`src/rtl/alu_test_sequencer_if.sv`:
```
// Bundle of the sequencer's command, loader, core-snoop and status signals.
// The sequencer sits on the master side; the surrounding wrapper/environment uses slave.
interface alu_test_sequencer_if #(
    parameter int NUM_OPS = 4
);
    logic               start;
    logic [11:0]        op1;
    logic [11:0]        op2;
    logic               ldr_rst;
    logic [11:0]        ldr_op1;
    logic [11:0]        ldr_op2;
    logic [2:0]         ldr_alu_op;
    logic               ldr_done;
    logic               cpu_rst;
    logic               dmem_we;
    logic [31:0]        dmem_addr;
    logic [31:0]        dmem_wdata;
    logic               busy;
    logic               done;
    logic [3:0]         pass_cnt;
    logic [NUM_OPS-1:0] fail_mask;
    logic               timeout;
    logic [31:0]        last_result;

    modport master (
        input  start, op1, op2, ldr_done, dmem_we, dmem_addr, dmem_wdata,
        output ldr_rst, ldr_op1, ldr_op2, ldr_alu_op, cpu_rst,
               busy, done, pass_cnt, fail_mask, timeout, last_result
    );

    modport slave (
        output start, op1, op2, ldr_done, dmem_we, dmem_addr, dmem_wdata,
        input  ldr_rst, ldr_op1, ldr_op2, ldr_alu_op, cpu_rst,
               busy, done, pass_cnt, fail_mask, timeout, last_result
    );
endinterface

```
`src/rtl/alu_test_sequencer.sv`:
```
// ALU self-test sequencer: sweeps opcodes through loader + core and checks stored results.
// Optional macro SEQ_STOP_ON_FAIL_EN: abort the sweep at the first failure or timeout.
module alu_test_sequencer #(
    parameter int          NUM_OPS     = 4,
    parameter int          RUN_TIMEOUT = 64,
    parameter logic [31:0] RESULT_ADDR = 32'h4
) (
    input  logic                   clk,
    input  logic                   rst,
    alu_test_sequencer_if.master   bus
);
    typedef enum logic [2:0] {
        S_IDLE, S_LOAD, S_RELEASE, S_RUN, S_CHECK, S_NEXT, S_FINISH
    } state_t;

    localparam int               CNT_W    = $clog2(RUN_TIMEOUT + 1);
    localparam logic [CNT_W-1:0] RUN_LAST = CNT_W'(RUN_TIMEOUT - 1);
    localparam logic [2:0]       LAST_IDX = 3'(NUM_OPS - 1);
`ifdef SEQ_STOP_ON_FAIL_EN
    localparam bit STOP_ON_FAIL = 1'b1;
`else
    localparam bit STOP_ON_FAIL = 1'b0;
`endif

    state_t             state_reg;
    logic [CNT_W-1:0]   run_cnt_reg;
    logic [11:0]        op1_reg, op2_reg;
    logic [2:0]         idx_reg;
    logic               ldr_rst_reg, cpu_rst_reg, busy_reg, done_reg, timeout_reg;
    logic [3:0]         pass_cnt_reg;
    logic [NUM_OPS-1:0] fail_mask_reg;
    logic [31:0]        last_result_reg;
    logic [NUM_OPS-1:0] idx_onehot;
    logic [31:0]        a_ext, b_ext, golden;

    for (genvar gi = 0; gi < NUM_OPS; gi++) begin : g_onehot
        assign idx_onehot[gi] = (idx_reg == 3'(gi));
    end

    always_comb begin
        a_ext  = {{20{op1_reg[11]}}, op1_reg};
        b_ext  = {{20{op2_reg[11]}}, op2_reg};
        golden = a_ext + b_ext;
        case (idx_reg)
            3'd1:    golden = a_ext - b_ext;
            3'd2:    golden = a_ext & b_ext;
            3'd3:    golden = a_ext | b_ext;
            default: golden = a_ext + b_ext;
        endcase
    end

    always_ff @(posedge clk) begin
        if (!rst) begin
            state_reg       <= S_IDLE;
            run_cnt_reg     <= '0;
            op1_reg         <= '0;
            op2_reg         <= '0;
            idx_reg         <= '0;
            ldr_rst_reg     <= 1'b0;
            cpu_rst_reg     <= 1'b0;
            busy_reg        <= 1'b0;
            done_reg        <= 1'b0;
            timeout_reg     <= 1'b0;
            pass_cnt_reg    <= '0;
            fail_mask_reg   <= '0;
            last_result_reg <= '0;
        end else begin
            case (state_reg)
                S_IDLE: begin
                    ldr_rst_reg <= 1'b0;
                    cpu_rst_reg <= 1'b0;
                    if (bus.start) begin
                        op1_reg       <= bus.op1;
                        op2_reg       <= bus.op2;
                        idx_reg       <= '0;
                        pass_cnt_reg  <= '0;
                        fail_mask_reg <= '0;
                        timeout_reg   <= 1'b0;
                        done_reg      <= 1'b0;
                        busy_reg      <= 1'b1;
                        ldr_rst_reg   <= 1'b1;
                        state_reg     <= S_LOAD;
                    end
                end
                S_LOAD: begin
                    // Core stays in reset until the loader reports the program is written.
                    if (bus.ldr_done) begin
                        cpu_rst_reg <= 1'b1;
                        state_reg   <= S_RELEASE;
                    end
                end
                S_RELEASE: begin
                    run_cnt_reg <= '0;
                    state_reg   <= S_RUN;
                end
                S_RUN: begin
                    if (bus.dmem_we && bus.dmem_addr == RESULT_ADDR) begin
                        last_result_reg <= bus.dmem_wdata;
                        state_reg       <= S_CHECK;
                    end else if (run_cnt_reg == RUN_LAST) begin
                        fail_mask_reg <= fail_mask_reg | idx_onehot;
                        timeout_reg   <= 1'b1;
                        ldr_rst_reg   <= 1'b0;
                        cpu_rst_reg   <= 1'b0;
                        if (STOP_ON_FAIL) begin
                            busy_reg  <= 1'b0;
                            done_reg  <= 1'b1;
                            state_reg <= S_FINISH;
                        end else begin
                            state_reg <= S_NEXT;
                        end
                    end else begin
                        run_cnt_reg <= run_cnt_reg + 1'b1;
                    end
                end
                S_CHECK: begin
                    ldr_rst_reg <= 1'b0;
                    cpu_rst_reg <= 1'b0;
                    if (last_result_reg == golden) begin
                        pass_cnt_reg <= pass_cnt_reg + 1'b1;
                        state_reg    <= S_NEXT;
                    end else begin
                        fail_mask_reg <= fail_mask_reg | idx_onehot;
                        if (STOP_ON_FAIL) begin
                            busy_reg  <= 1'b0;
                            done_reg  <= 1'b1;
                            state_reg <= S_FINISH;
                        end else begin
                            state_reg <= S_NEXT;
                        end
                    end
                end
                S_NEXT: begin
                    // Both resets were low for this cycle, so the loader restarts at address 0.
                    if (idx_reg == LAST_IDX) begin
                        busy_reg  <= 1'b0;
                        done_reg  <= 1'b1;
                        state_reg <= S_FINISH;
                    end else begin
                        idx_reg     <= idx_reg + 1'b1;
                        ldr_rst_reg <= 1'b1;
                        state_reg   <= S_LOAD;
                    end
                end
                S_FINISH: begin
                    ldr_rst_reg <= 1'b0;
                    cpu_rst_reg <= 1'b0;
                    state_reg   <= S_IDLE;
                end
                default: state_reg <= S_IDLE;
            endcase
        end
    end

    assign bus.ldr_rst     = ldr_rst_reg;
    assign bus.cpu_rst     = cpu_rst_reg;
    assign bus.ldr_op1     = op1_reg;
    assign bus.ldr_op2     = op2_reg;
    assign bus.ldr_alu_op  = idx_reg;
    assign bus.busy        = busy_reg;
    assign bus.done        = done_reg;
    assign bus.pass_cnt    = pass_cnt_reg;
    assign bus.fail_mask   = fail_mask_reg;
    assign bus.timeout     = timeout_reg;
    assign bus.last_result = last_result_reg;
endmodule

```
`src/flat_wrapper.sv`:
```
// flat-port wrapper written by rule: the top's interface ports become plain ports
module alu_test_sequencer_flat 
#(
    parameter int          NUM_OPS     = 4,
    parameter int          RUN_TIMEOUT = 64,
    parameter logic [31:0] RESULT_ADDR = 32'h4
)
  (clk, rst, bus_start, bus_op1, bus_op2, bus_ldr_done, bus_dmem_we, bus_dmem_addr, bus_dmem_wdata, bus_ldr_rst, bus_ldr_op1, bus_ldr_op2, bus_ldr_alu_op, bus_cpu_rst, bus_busy, bus_done, bus_pass_cnt, bus_fail_mask, bus_timeout, bus_last_result);
  alu_test_sequencer_if #(.NUM_OPS(NUM_OPS)) bus_i ();
  input  logic clk;
  input  logic rst;
  input wire logic [$bits(bus_i.start)-1:0] bus_start;
  input wire logic [$bits(bus_i.op1)-1:0] bus_op1;
  input wire logic [$bits(bus_i.op2)-1:0] bus_op2;
  input wire logic [$bits(bus_i.ldr_done)-1:0] bus_ldr_done;
  input wire logic [$bits(bus_i.dmem_we)-1:0] bus_dmem_we;
  input wire logic [$bits(bus_i.dmem_addr)-1:0] bus_dmem_addr;
  input wire logic [$bits(bus_i.dmem_wdata)-1:0] bus_dmem_wdata;
  output wire logic [$bits(bus_i.ldr_rst)-1:0] bus_ldr_rst;
  output wire logic [$bits(bus_i.ldr_op1)-1:0] bus_ldr_op1;
  output wire logic [$bits(bus_i.ldr_op2)-1:0] bus_ldr_op2;
  output wire logic [$bits(bus_i.ldr_alu_op)-1:0] bus_ldr_alu_op;
  output wire logic [$bits(bus_i.cpu_rst)-1:0] bus_cpu_rst;
  output wire logic [$bits(bus_i.busy)-1:0] bus_busy;
  output wire logic [$bits(bus_i.done)-1:0] bus_done;
  output wire logic [$bits(bus_i.pass_cnt)-1:0] bus_pass_cnt;
  output wire logic [$bits(bus_i.fail_mask)-1:0] bus_fail_mask;
  output wire logic [$bits(bus_i.timeout)-1:0] bus_timeout;
  output wire logic [$bits(bus_i.last_result)-1:0] bus_last_result;
  assign bus_i.start = bus_start;
  assign bus_i.op1 = bus_op1;
  assign bus_i.op2 = bus_op2;
  assign bus_i.ldr_done = bus_ldr_done;
  assign bus_i.dmem_we = bus_dmem_we;
  assign bus_i.dmem_addr = bus_dmem_addr;
  assign bus_i.dmem_wdata = bus_dmem_wdata;
  assign bus_ldr_rst = bus_i.ldr_rst;
  assign bus_ldr_op1 = bus_i.ldr_op1;
  assign bus_ldr_op2 = bus_i.ldr_op2;
  assign bus_ldr_alu_op = bus_i.ldr_alu_op;
  assign bus_cpu_rst = bus_i.cpu_rst;
  assign bus_busy = bus_i.busy;
  assign bus_done = bus_i.done;
  assign bus_pass_cnt = bus_i.pass_cnt;
  assign bus_fail_mask = bus_i.fail_mask;
  assign bus_timeout = bus_i.timeout;
  assign bus_last_result = bus_i.last_result;
  alu_test_sequencer #(.NUM_OPS(NUM_OPS), .RUN_TIMEOUT(RUN_TIMEOUT), .RESULT_ADDR(RESULT_ADDR)) u_core (.clk(clk), .rst(rst), .bus(bus_i));
endmodule
```
`config.mk`:
```
export PLATFORM = sky130hd
export DESIGN_NAME = alu_test_sequencer_flat
export DESIGN_NICKNAME = d
export VERILOG_FILES = /design/src/rtl/alu_test_sequencer_if.sv /design/src/rtl/alu_test_sequencer.sv /design/src/flat_wrapper.sv
export SDC_FILE = /design/constraint.sdc
export NUM_CORES = 1
export LEC_CHECK = 0
export ABC_AREA = 1
export CAP_MARGIN = 20
export CORE_MARGIN = 5
export CORE_UTILIZATION = 51
export CTS_CLUSTER_DIAMETER = 40
export CTS_CLUSTER_SIZE = 10
export DETAILED_ROUTE_END_ITERATION = 6
export GPL_ROUTABILITY_DRIVEN = 0
export PLACE_DENSITY_LB_ADDON = 0.08
export SETUP_SLACK_MARGIN = 0.15
export SYNTH_ARGS = -nofsm -noshare
export SYNTH_HDL_FRONTEND = slang
export SYNTH_SLANG_ARGS = --single-unit
```
`constraint.sdc`:
```
create_clock -name clk -period 5.05 [get_ports clk]
set_clock_uncertainty 0.15 [all_clocks]
set_input_delay 1.2625 -clock clk [delete_from_list [all_inputs] [get_ports clk]]
set_output_delay 1.2625 -clock clk [all_outputs]
set_load 0.02 [all_outputs]
```
==> impl_metrics.py, run 1 <==
metrics = {
    "finish": {
        "nNetsFinal": 1055,
        "register_area_um2": 1640,
        "n_antenna_cell": 0,
        "syn2layout_area_growth_pct": 38.8,
        "design_area_um2": 7030,
        "final_cells": 1077,
        "largest_register_ffs": 32,
        "final_util": 0.723,
        "layout-drive-gt1-share": 0.0477,
        "n_fill_cell": 820,
        "multiInputGateArea_um2": 2840,
    },
    "detailed_routing": {
        "drc": 0,
        "vias": 5630,
        "wire_per_inst_um": 14.0,
        "wirelength_um": 15100,
        "dr.pass1.iters": 6,
        "via_per_inst": 5.23,
        "drtIter0Drc": 379,
        "ant_nets": 0,
    },
    "worst_setup_path": {
        "path_max_fanout": 38,
        "crit_slowest_cell": "inv_1",
        "crit_chain": "clkdlybuf4s50_1 -> nor4_1 -> and3b_1 -> nand4_1 -> nor2_1 -> inv_1 -> o21ai_0 -> a21oi_1",
        "cp-end-kind": "flip-flop",
        "worstSetupPathType": "primary input to flip-flop",
        "cpLargestDelayFamily": "simple AND/OR/NAND/NOR gates",
        "crit_arrival_ns": 4.06,
        "crit_buf_inv": 2,
        "cp-start-kind": "primary input",
        "required_ns": 5.09,
        "cpPeakStageDelay_ns": 0.65,
        "r2r_setup_slack_ns": 1.30,
    },
    "clock_network": {
        "cts_root_buffer": "clkbuf_8",
        "cts_resized": 0,
        "cts_tree": "done",
        "clkLatencyLatePin_ns": 0.35,
        "cts-buffers-inserted": 9,
        "cts_buffer_depth": 2,
        "cts_max_level": 3,
        "cts_setup_buffers": 0,
        "path_clk_slew_ns": 0.09,
        "cts.sinks": 82,
        "postCtsHoldBufs": 0,
    },
    "floorplanning": {
        "fp-row-count": 36,
        "core_um2": 9730,
        "die_area_um2": 12000,
        "dieWidth_um": 110,
        "die_y_um": 110,
        "io_pins": 165,
        "initial_core_util": 0.521,
    },
    "logic_synthesis": {
        "netlist.top_cell.by_area": "dfxtp_1",
        "async_flop_share": 0,
        "syn_area_per_cell_um2": 6.49,
        "netlist_area_um2": 5070,
        "synth_top_area_share": 0.324,
        "synth-edff-count": 0,
        "synth_seq_cells": 82,
        "ys_types": 38,
        "synthTopCellsByCount": "nand2_1 (160), inv_1 (123), dfxtp_1 (82)",
        "synth_area_leaders": "dfxtp_1 (32%), nand2_1 (12%), inv_1 (9.1%), a21oi_1 (7.8%), nand3_1 (6.7%)",
        "yosysSeqAreaShare": 0.324,
        "synthCells": 781,
        "syn_nets": 897,
        "yosys_warnings": 0,
        "synth-main-ff-cell": "dfxtp_1",
        "yosysMostFrequentCell": "nand2_1",
    },
    "power_and_ir_drop": {
        "p_total_mw": 2.89,
        "vdd.ir_drop.worst_uv": 214,
        "power_density_nw_per_um2": 411,
        "leakage_nw": 3.04,
    },
    "timing": {
        "setup_viol": 0,
        "max_clock_freq_ghz": 0.249,
        "slew_viol_final": 0,
        "fin_tns_setup_ns": 0,
        "max-slew-margin-rel": 0.350,
        "finalCriticalPeriod_ns": 4.02,
        "finalCritPeriodShare": 0.795,
        "layout_setup_ws_ns": 1.03,
        "hold_viol_final": 0,
        "rsz0062_at_grt": "no",
        "worst_pin_slew_ns": 0.975,
        "timing.hold.ws_ns": 0.302,
    },
    "place": {
        "post-place-ws_ns": 0.694,
        "dpl-instance-area_um2": 6810,
        "hpwl_um": 12200,
        "dp_cells": 1061,
        "port_buffers": 164,
    },
    "grt": {
        "first_global_vias": 5485,
        "grt_max_degree": 39,
        "antenna_found_initial": 0,
        "grtUsageTotal": 0.254,
        "grt-ovfl-total": 0,
        "grt_pass1_wl_um": 24600,
    },
    "min_path": {
        "hold_path_class": "flip-flop to flip-flop",
    },
    "run_status": {
        "outcome": "completed",
    },
    "run": {
        "cap_violations": 0,
    },
}
worst register-to-register path, stage by stage, from the launching register on:
cell,delay [ns]
dfxtp_1,0.45
ha_1,0.18
inv_1,0.04
nor2_2,0.34
inv_1,0.21
o31ai_1,0.13
xor2_1,0.18
inv_1,0.06
ha_1,0.33
nand2_1,0.12
inv_1,0.05
a21oi_1,0.18
nand2_1,0.09
nand2_1,0.07
nand2_1,0.08
nand3_1,0.08
nand2_1,0.08
nand2_1,0.11
nand2_1,0.07
nand2_1,0.08
nand3_2,0.10
o21ai_2,0.26
nand2_1,0.08
a21oi_1,0.13
report_power, final:
group	switching (mW)	internal, mW	leakage [nW]
Clock	0.260	0.284	0.112
Combinational	0.936	0.616	2.26
Sequential	0.0833	0.714	0.667
Total	1.28	1.61	3.04
per-layer routing:
layer | vias up | global-route usage | share of wire
met5 | - | 0 | 0
met4 | 0 | 0.0703 | 0.015
met3 | 21 | 0.0534 | 0.081
met2 | 215 | 0.444 | 0.49
met1 | 2527 | 0.316 | 0.42
li1 | 2867 | - | -
placed cells by master, fill, tap and decap left out, types with 2 or more instances in the layout:
cell	count
a21oi_1	79
a21oi_2	2
a31oi_1	2
buf_4	5
bufinv_16	2
clkbuf_8	9
clkdlybuf4s50_1	164
dfxtp_1	82
ha_1	22
inv_1	123
inv_2	2
inv_4	2
nand2_1	160
nand2_2	2
nand2_4	2
nand3_1	68
nand3_2	8
nand4_1	10
nor2_1	71
nor2_2	3
nor3_1	17
nor4_1	20
o21ai_0	54
o21bai_1	2
o31ai_1	2
or2_2	2
xnor2_1	2
xor2_1	13
worst paths after layout:
kind	from	to	cells past startpoint
max	bus_dmem_addr[9]	u_core.bus.last_result[13]$_SDFFE_PN0P_	8
max reg2reg	u_core.bus.ldr_alu_op[0]$_SDFFE_PN0P_	u_core.bus.pass_cnt[2]$_SDFFE_PN0P_	23
min	u_core.bus.fail_mask[2]$_SDFFE_PN0P_	u_core.bus.fail_mask[2]$_SDFFE_PN0P_	2
min reg2reg	u_core.bus.fail_mask[2]$_SDFFE_PN0P_	u_core.bus.fail_mask[2]$_SDFFE_PN0P_	2
layout make-up:
type                    count  share of cell area
clock inverters             7              0.0144
inverters                 127              0.0685
flip-flops and latches     82               0.233
multi-input cells         550               0.404
repair buffers            169               0.239
well taps                 133              0.0237
clock buffers               9              0.0176
logic make-up after synthesis:
kind of cell               Yosys count  synth area share
xor gates and xnor gates            15            0.0259
adders and majority gates           23            0.0583
and+or+nand+nor                    366             0.325
buffers and inverters              149             0.116
AOI/OAI and AO/OA                  146             0.151
DFF                                 82             0.324
(Power assumes the default switching activity.)
==> run 2, diff against run 1 <==
Settings changed: CORE_UTILIZATION 51 to 47.
Clock period 5.05 ns to 4.2 ns, I/O delays scaled along.
==> run 2 against run 1 <==
Against the previous run:
- routed wire length increased by 2.6%
- sequential cell count unchanged
- global-route usage decreased by 1.9 points
- cell area decreased by 0.41%
- final cell count increased by 0.56%
- sequential power increased by 21%
- die area increased by 7.7%
- non-clock buffer count decreased by 1
- critical endpoint is now u_core.bus.pass_cnt[2]$_SDFFE_PN0P_
- largest power group unchanged
==> impl_metrics.py, run 2 (synthesis gave the netlist of run 1 again) <==
metrics = {
    "worst_setup_path": {
        "crit_top_cell": "nand2_1",
        "cpLargestDelayFamily": "simple AND/OR/NAND/NOR gates",
        "crit_chain": "ha_1 -> inv_1 -> nor2_4 -> inv_1 -> o31ai_1 -> xor2_1 -> inv_1 -> ha_1 -> nand2_1 -> inv_1 -> a21oi_1 -> nand2_1 -> nand2_1 -> nand2_1 -> nand3_1 -> nand2_1 -> nand2_1 -> nand2_1 -> nand2_1 -> nand3_2 -> o21ai_2 -> nand2_1 -> a21oi_1",
        "cp-start-kind": "flip-flop",
        "crit_arrival_ns": 3.79,
        "path_max_fanout": 10,
        "crit_buf_inv": 4,
        "worstSetupPathType": "flip-flop to flip-flop",
        "required_ns": 4.34,
        "crit_slowest_cell": "dfxtp_1",
        "cp-end-kind": "flip-flop",
        "cpPeakStageDelay_ns": 0.44,
    },
    "floorplanning": {
        "die_y_um": 114,
        "initial_core_util": 0.474,
        "fp-row-count": 38,
        "dieWidth_um": 114,
        "die_area_um2": 13000,
        "io_pins": 165,
        "core_um2": 10700,
    },
    "finish": {
        "layout-drive-gt1-share": 0.0488,
        "mostFrequentLayoutCells": "clkdlybuf4s50_1 (164), nand2_1 (160), inv_1 (123), dfxtp_1 (82), a21oi_1 (79)",
        "final_common_cell": "clkdlybuf4s50_1",
        "largest_register_ffs": 32,
        "n_fill_cell": 953,
        "n_antenna_cell": 0,
        "nNetsFinal": 1054,
        "syn2layout_area_growth_pct": 38.2,
        "final_cells": 1083,
    },
    "clock_network": {
        "postCtsHoldBufs": 0,
        "cts_tree": "done",
        "path_clk_slew_ns": 0.08,
        "cts_root_buffer": "clkbuf_8",
        "cts_buffer_depth": 2,
        "clkLatencyLatePin_ns": 0.37,
        "cts-buffers-inserted": 9,
        "cts.sinks": 82,
        "cts_resized": 0,
        "cts_max_level": 3,
        "cts_setup_buffers": 0,
    },
    "detailed_routing": {
        "via_per_inst": 5.26,
        "wire_per_inst_um": 14.3,
        "dr.pass1.iters": 5,
        "vias": 5692,
        "wirelength_um": 15500,
        "drtIter0Drc": 320,
        "ant_nets": 0,
        "drc": 0,
    },
    "grt": {
        "grt_use_met1": 0.278,
        "first_global_vias": 5414,
        "grtUsageTotal": 0.235,
        "grt-ovfl-total": 0,
        "grt_busiest_layer": "met2",
        "gr-usage-met2": 0.407,
        "grt_pass1_wl_um": 24900,
        "grt_max_degree": 46,
        "use_met3": 0.0615,
        "antenna_found_initial": 1,
    },
    "timing": {
        "slew_viol_final": 0,
        "max-slew-margin-rel": 0.355,
        "max_clock_freq_ghz": 0.274,
        "worst_pin_slew_ns": 0.966,
        "hold_viol_final": 0,
        "fin_tns_setup_ns": 0,
        "rsz0062_at_grt": "no",
        "layout_setup_ws_ns": 0.548,
        "setup_viol": 0,
        "finalCritPeriodShare": 0.869,
        "finalCriticalPeriod_ns": 3.65,
    },
    "run_status": {
        "outcome": "completed",
    },
    "power_and_ir_drop": {
        "vdd.ir_drop.worst_uv": 211,
        "leakage_nw": 3.02,
        "power_density_nw_per_um2": 481,
    },
    "place": {
        "post-place-ws_ns": 0.419,
        "hpwl_um": 12100,
        "dp_cells": 1067,
        "port_buffers": 164,
    },
    "min_path": {
        "hold_path_class": "flip-flop to flip-flop",
    },
    "run": {
        "cap_violations": 0,
    },
}
## run 2: worst min-delay path: cells and delay by family (launching register included)
| kind | cells | cell delay, ns |
|---|---|---|
| compound gates | 1 | 0.05 |
| buf+inv | 1 | 0.04 |
| flops | 1 | 0.32 |
## run 2: path summary, 6_finish.rpt
kind	from	endpoint	slack (ns)	depth (start not counted)
setup / recovery	u_core.bus.ldr_alu_op[0]$_SDFFE_PN0P_	u_core.bus.pass_cnt[2]$_SDFFE_PN0P_	0.55	23
hold / removal	u_core.bus.done$_SDFFE_PN0P_	u_core.bus.done$_SDFFE_PN0P_	0.30	2
setup reg to reg	u_core.bus.ldr_alu_op[0]$_SDFFE_PN0P_	u_core.bus.pass_cnt[2]$_SDFFE_PN0P_	0.55	23
hold reg to reg	u_core.bus.done$_SDFFE_PN0P_	u_core.bus.done$_SDFFE_PN0P_	0.30	2
## run 2: area by class of cell
class                      count  area [um^2]  share of cell area
multi-input combinational    550         2850               0.407
inverter                     127          482              0.0688
timing repair buffer         168         1670               0.239
clock buffer                  10          138              0.0196
sequential                    82         1640               0.234
clock inverter                 6         42.5             0.00607
tap                          140          175              0.0250
## run 2: power breakdown
part / switching (mW) / leakage, nW / total [mW] / internal, mW
logic: 1.13 / 2.26 / 1.86 / 0.728
registers: 0.107 / 0.667 / 0.966 / 0.859
clock network: 0.314 / 0.0882 / 0.545 / 0.231
total: 1.55 / 3.02 / 3.37 / 1.82
## run 2: stage by stage
step	utilization	power [mW]	cell area, um^2	hold WS (ns)
3_3_place_gp	0.636	2.76	6810	0.288
4_1_cts	0.653	3.36	6990	0.308
6_report	0.655	3.37	7000	0.304
5_1_grt	0.655	3.65	7000	0.334
3_5_place_dp	0.636	2.81	6810	0.291
2_1_floorplan	-	2.29	5070	0.272
## run 2: layer usage
metal  vias up  part of all wire
li1       2861                 -
met1      2586              0.41
met2       205              0.49
met3        38             0.077
met4         2             0.024
met5         -           0.00084
==> run 3, diff against run 2 <==
Settings changed: CORE_UTILIZATION 47 to 51, GPL_TIMING_DRIVEN set to 1.
Clock period 4.2 ns to 4.6 ns, I/O delays scaled along.
==> run 3 against run 2 <==
Against the previous run:
- routed wire length grew 0.63%
- largest cell class unchanged
- sequential cell count is the same
- setup slack gained 0.31 ns
==> impl_metrics.py, run 3 (synthesis gave the netlist of run 1 again) <==
metrics = {
    "run_status": {
        "outcome": "completed",
    },
    "finish": {
        "mostFrequentLayoutCells": "clkdlybuf4s50_1 (164), nand2_1 (160), inv_1 (123), dfxtp_1 (82), a21oi_1 (79)",
        "nNetsFinal": 1056,
        "largest_register_ffs": 32,
        "n_antenna_cell": 0,
        "syn2layout_area_growth_pct": 38.4,
        "register_area_um2": 1640,
        "final_common_cell": "clkdlybuf4s50_1",
        "final_cells": 1077,
        "layout-drive-gt1-share": 0.0477,
        "n_fill_cell": 830,
        "multiInputGateArea_um2": 2840,
    },
    "timing": {
        "max_clock_freq_ghz": 0.268,
        "hold_viol_final": 0,
        "slew_viol_final": 0,
        "fin_tns_setup_ns": 0,
        "worst_pin_slew_ns": 0.993,
        "setup_viol": 0,
        "max-slew-margin-rel": 0.337,
        "finalCriticalPeriod_ns": 3.74,
        "rsz0062_at_grt": "no",
        "finalCritPeriodShare": 0.813,
    },
    "floorplanning": {
        "initial_core_util": 0.521,
        "io_pins": 165,
        "die_y_um": 110,
        "dieWidth_um": 110,
        "core_um2": 9730,
        "die_area_um2": 12000,
        "fp-row-count": 36,
    },
    "detailed_routing": {
        "drtIter0Drc": 435,
        "via_per_inst": 5.32,
        "wirelength_um": 15600,
        "vias": 5728,
        "drc": 0,
        "dr.pass1.iters": 6,
        "ant_nets": 0,
        "wire_per_inst_um": 14.5,
    },
    "grt": {
        "antenna_found_initial": 0,
        "grt_max_degree": 39,
        "grtUsageTotal": 0.264,
        "first_global_vias": 5550,
        "grt-ovfl-total": 0,
        "grt_pass1_wl_um": 25300,
    },
    "min_path": {
        "hold_path_class": "flip-flop to flip-flop",
    },
    "worst_setup_path": {
        "crit_slowest_cell": "dfxtp_1",
        "r2r_setup_slack_ns": 0.86,
        "cpPeakStageDelay_ns": 0.45,
        "crit_arrival_ns": 3.80,
        "cpLargestDelayFamily": "simple AND/OR/NAND/NOR gates",
        "worstSetupPathType": "flip-flop to flip-flop",
        "path_max_fanout": 8,
        "crit_top_cell": "nand2_1",
        "cp-end-kind": "flip-flop",
        "cp-start-kind": "flip-flop",
        "crit_buf_inv": 5,
        "required_ns": 4.66,
        "crit_chain": "ha_1 -> inv_1 -> nor2_2 -> inv_1 -> o31ai_1 -> xor2_1 -> inv_1 -> ha_1 -> nand2_1 -> inv_1 -> a21oi_1 -> nand2_1 -> nand2_1 -> nand3_1 -> nand2_1 -> nand2_1 -> nand2_1 -> nand3_2 -> inv_1 -> nand2_1 -> nor2_1 -> nand2_2 -> nand3_1 -> a21oi_1",
    },
    "clock_network": {
        "cts_buffer_depth": 2,
        "clkLatencyLatePin_ns": 0.37,
        "cts-buffers-inserted": 9,
        "cts_tree": "done",
        "cts.sinks": 82,
        "postCtsHoldBufs": 0,
        "cts_resized": 0,
        "path_clk_slew_ns": 0.08,
        "cts_root_buffer": "clkbuf_8",
        "cts_setup_buffers": 0,
        "cts_max_level": 3,
    },
    "power_and_ir_drop": {
        "power_density_nw_per_um2": 447,
        "vdd.ir_drop.worst_uv": 216,
        "leakage_nw": 3.03,
    },
    "place": {
        "hpwl_um": 12500,
        "port_buffers": 164,
        "dp_cells": 1062,
    },
    "run": {
        "cap_violations": 0,
    },
}
run 3: cell count changes in the layout (fill, tap and decap cells not counted), sizes merged:
cell / delta
bufinv: +1
inv: +1
buf: +2
clkinv: -3
run 3: metrics by stage:
step	area [um^2]	worst slack [ns]	util	hold WS [ns]	total power [mW]
after floorplan	5070	1.44	-	0.272	2.09
after global placement	6820	1.06	0.700	0.283	2.53
after detailed placement	6820	0.926	0.700	0.293	2.58
after CTS	7020	0.895	0.721	0.306	3.12
after global routing	7020	0.509	0.721	0.325	3.40
final	7020	0.862	0.721	0.304	3.14
run 3: worst paths after layout:
kind                                                             from                              endpoint  cells past startpoint
worst min register to register   u_core.bus.fail_mask[2]$_SDFFE_PN0P_  u_core.bus.fail_mask[2]$_SDFFE_PN0P_                      2
worst max-delay path            u_core.bus.ldr_alu_op[0]$_SDFFE_PN0P_   u_core.bus.pass_cnt[1]$_SDFFE_PN0P_                     24
worst min-delay path             u_core.bus.fail_mask[2]$_SDFFE_PN0P_  u_core.bus.fail_mask[2]$_SDFFE_PN0P_                      2
worst max register to register  u_core.bus.ldr_alu_op[0]$_SDFFE_PN0P_   u_core.bus.pass_cnt[1]$_SDFFE_PN0P_                     24
run 3: worst reg2reg max path, stage by stage (launching register included):
cell and delay [ns]:
dfxtp_1 0.45, ha_1 0.20, inv_1 0.05, nor2_2 0.26, inv_1 0.19, o31ai_1 0.13
xor2_1 0.18, inv_1 0.06, ha_1 0.33, nand2_1 0.11, inv_1 0.04, a21oi_1 0.18
nand2_1 0.11, nand2_1 0.07, nand3_1 0.11, nand2_1 0.08, nand2_1 0.05, nand2_1 0.09
nand3_2 0.09, inv_1 0.07, nand2_1 0.07, nor2_1 0.15, nand2_2 0.17, nand3_1 0.11
a21oi_1 0.09
run 3: area by class of cell:
| class | count | area share |
|---|---|---|
| repair buffers | 170 | 0.240 |
| multi-input cells | 550 | 0.405 |
| flip-flops and latches | 82 | 0.234 |
| clock buffers | 10 | 0.0196 |
| clock inverters | 5 | 0.00892 |
| well taps | 133 | 0.0237 |
| inverters | 127 | 0.0687 |
run 3: power by group:
group / internal (mW) / switching (mW) / total (mW)
logic: 0.672 / 1.04 / 1.71
clock network: 0.266 / 0.275 / 0.540
registers: 0.784 / 0.0973 / 0.881
total: 1.72 / 1.41 / 3.14
run 3: per-layer routing:
| metal | wire length, um | up-vias | global-route usage |
|---|---|---|---|
| met5 | 0 | - | 0 |
| met4 | 168 | 0 | 0.0739 |
| met3 | 1390 | 18 | 0.0611 |
| met2 | 7700 | 231 | 0.469 |
| met1 | 6300 | 2604 | 0.317 |
| li1 | - | 2875 | - |
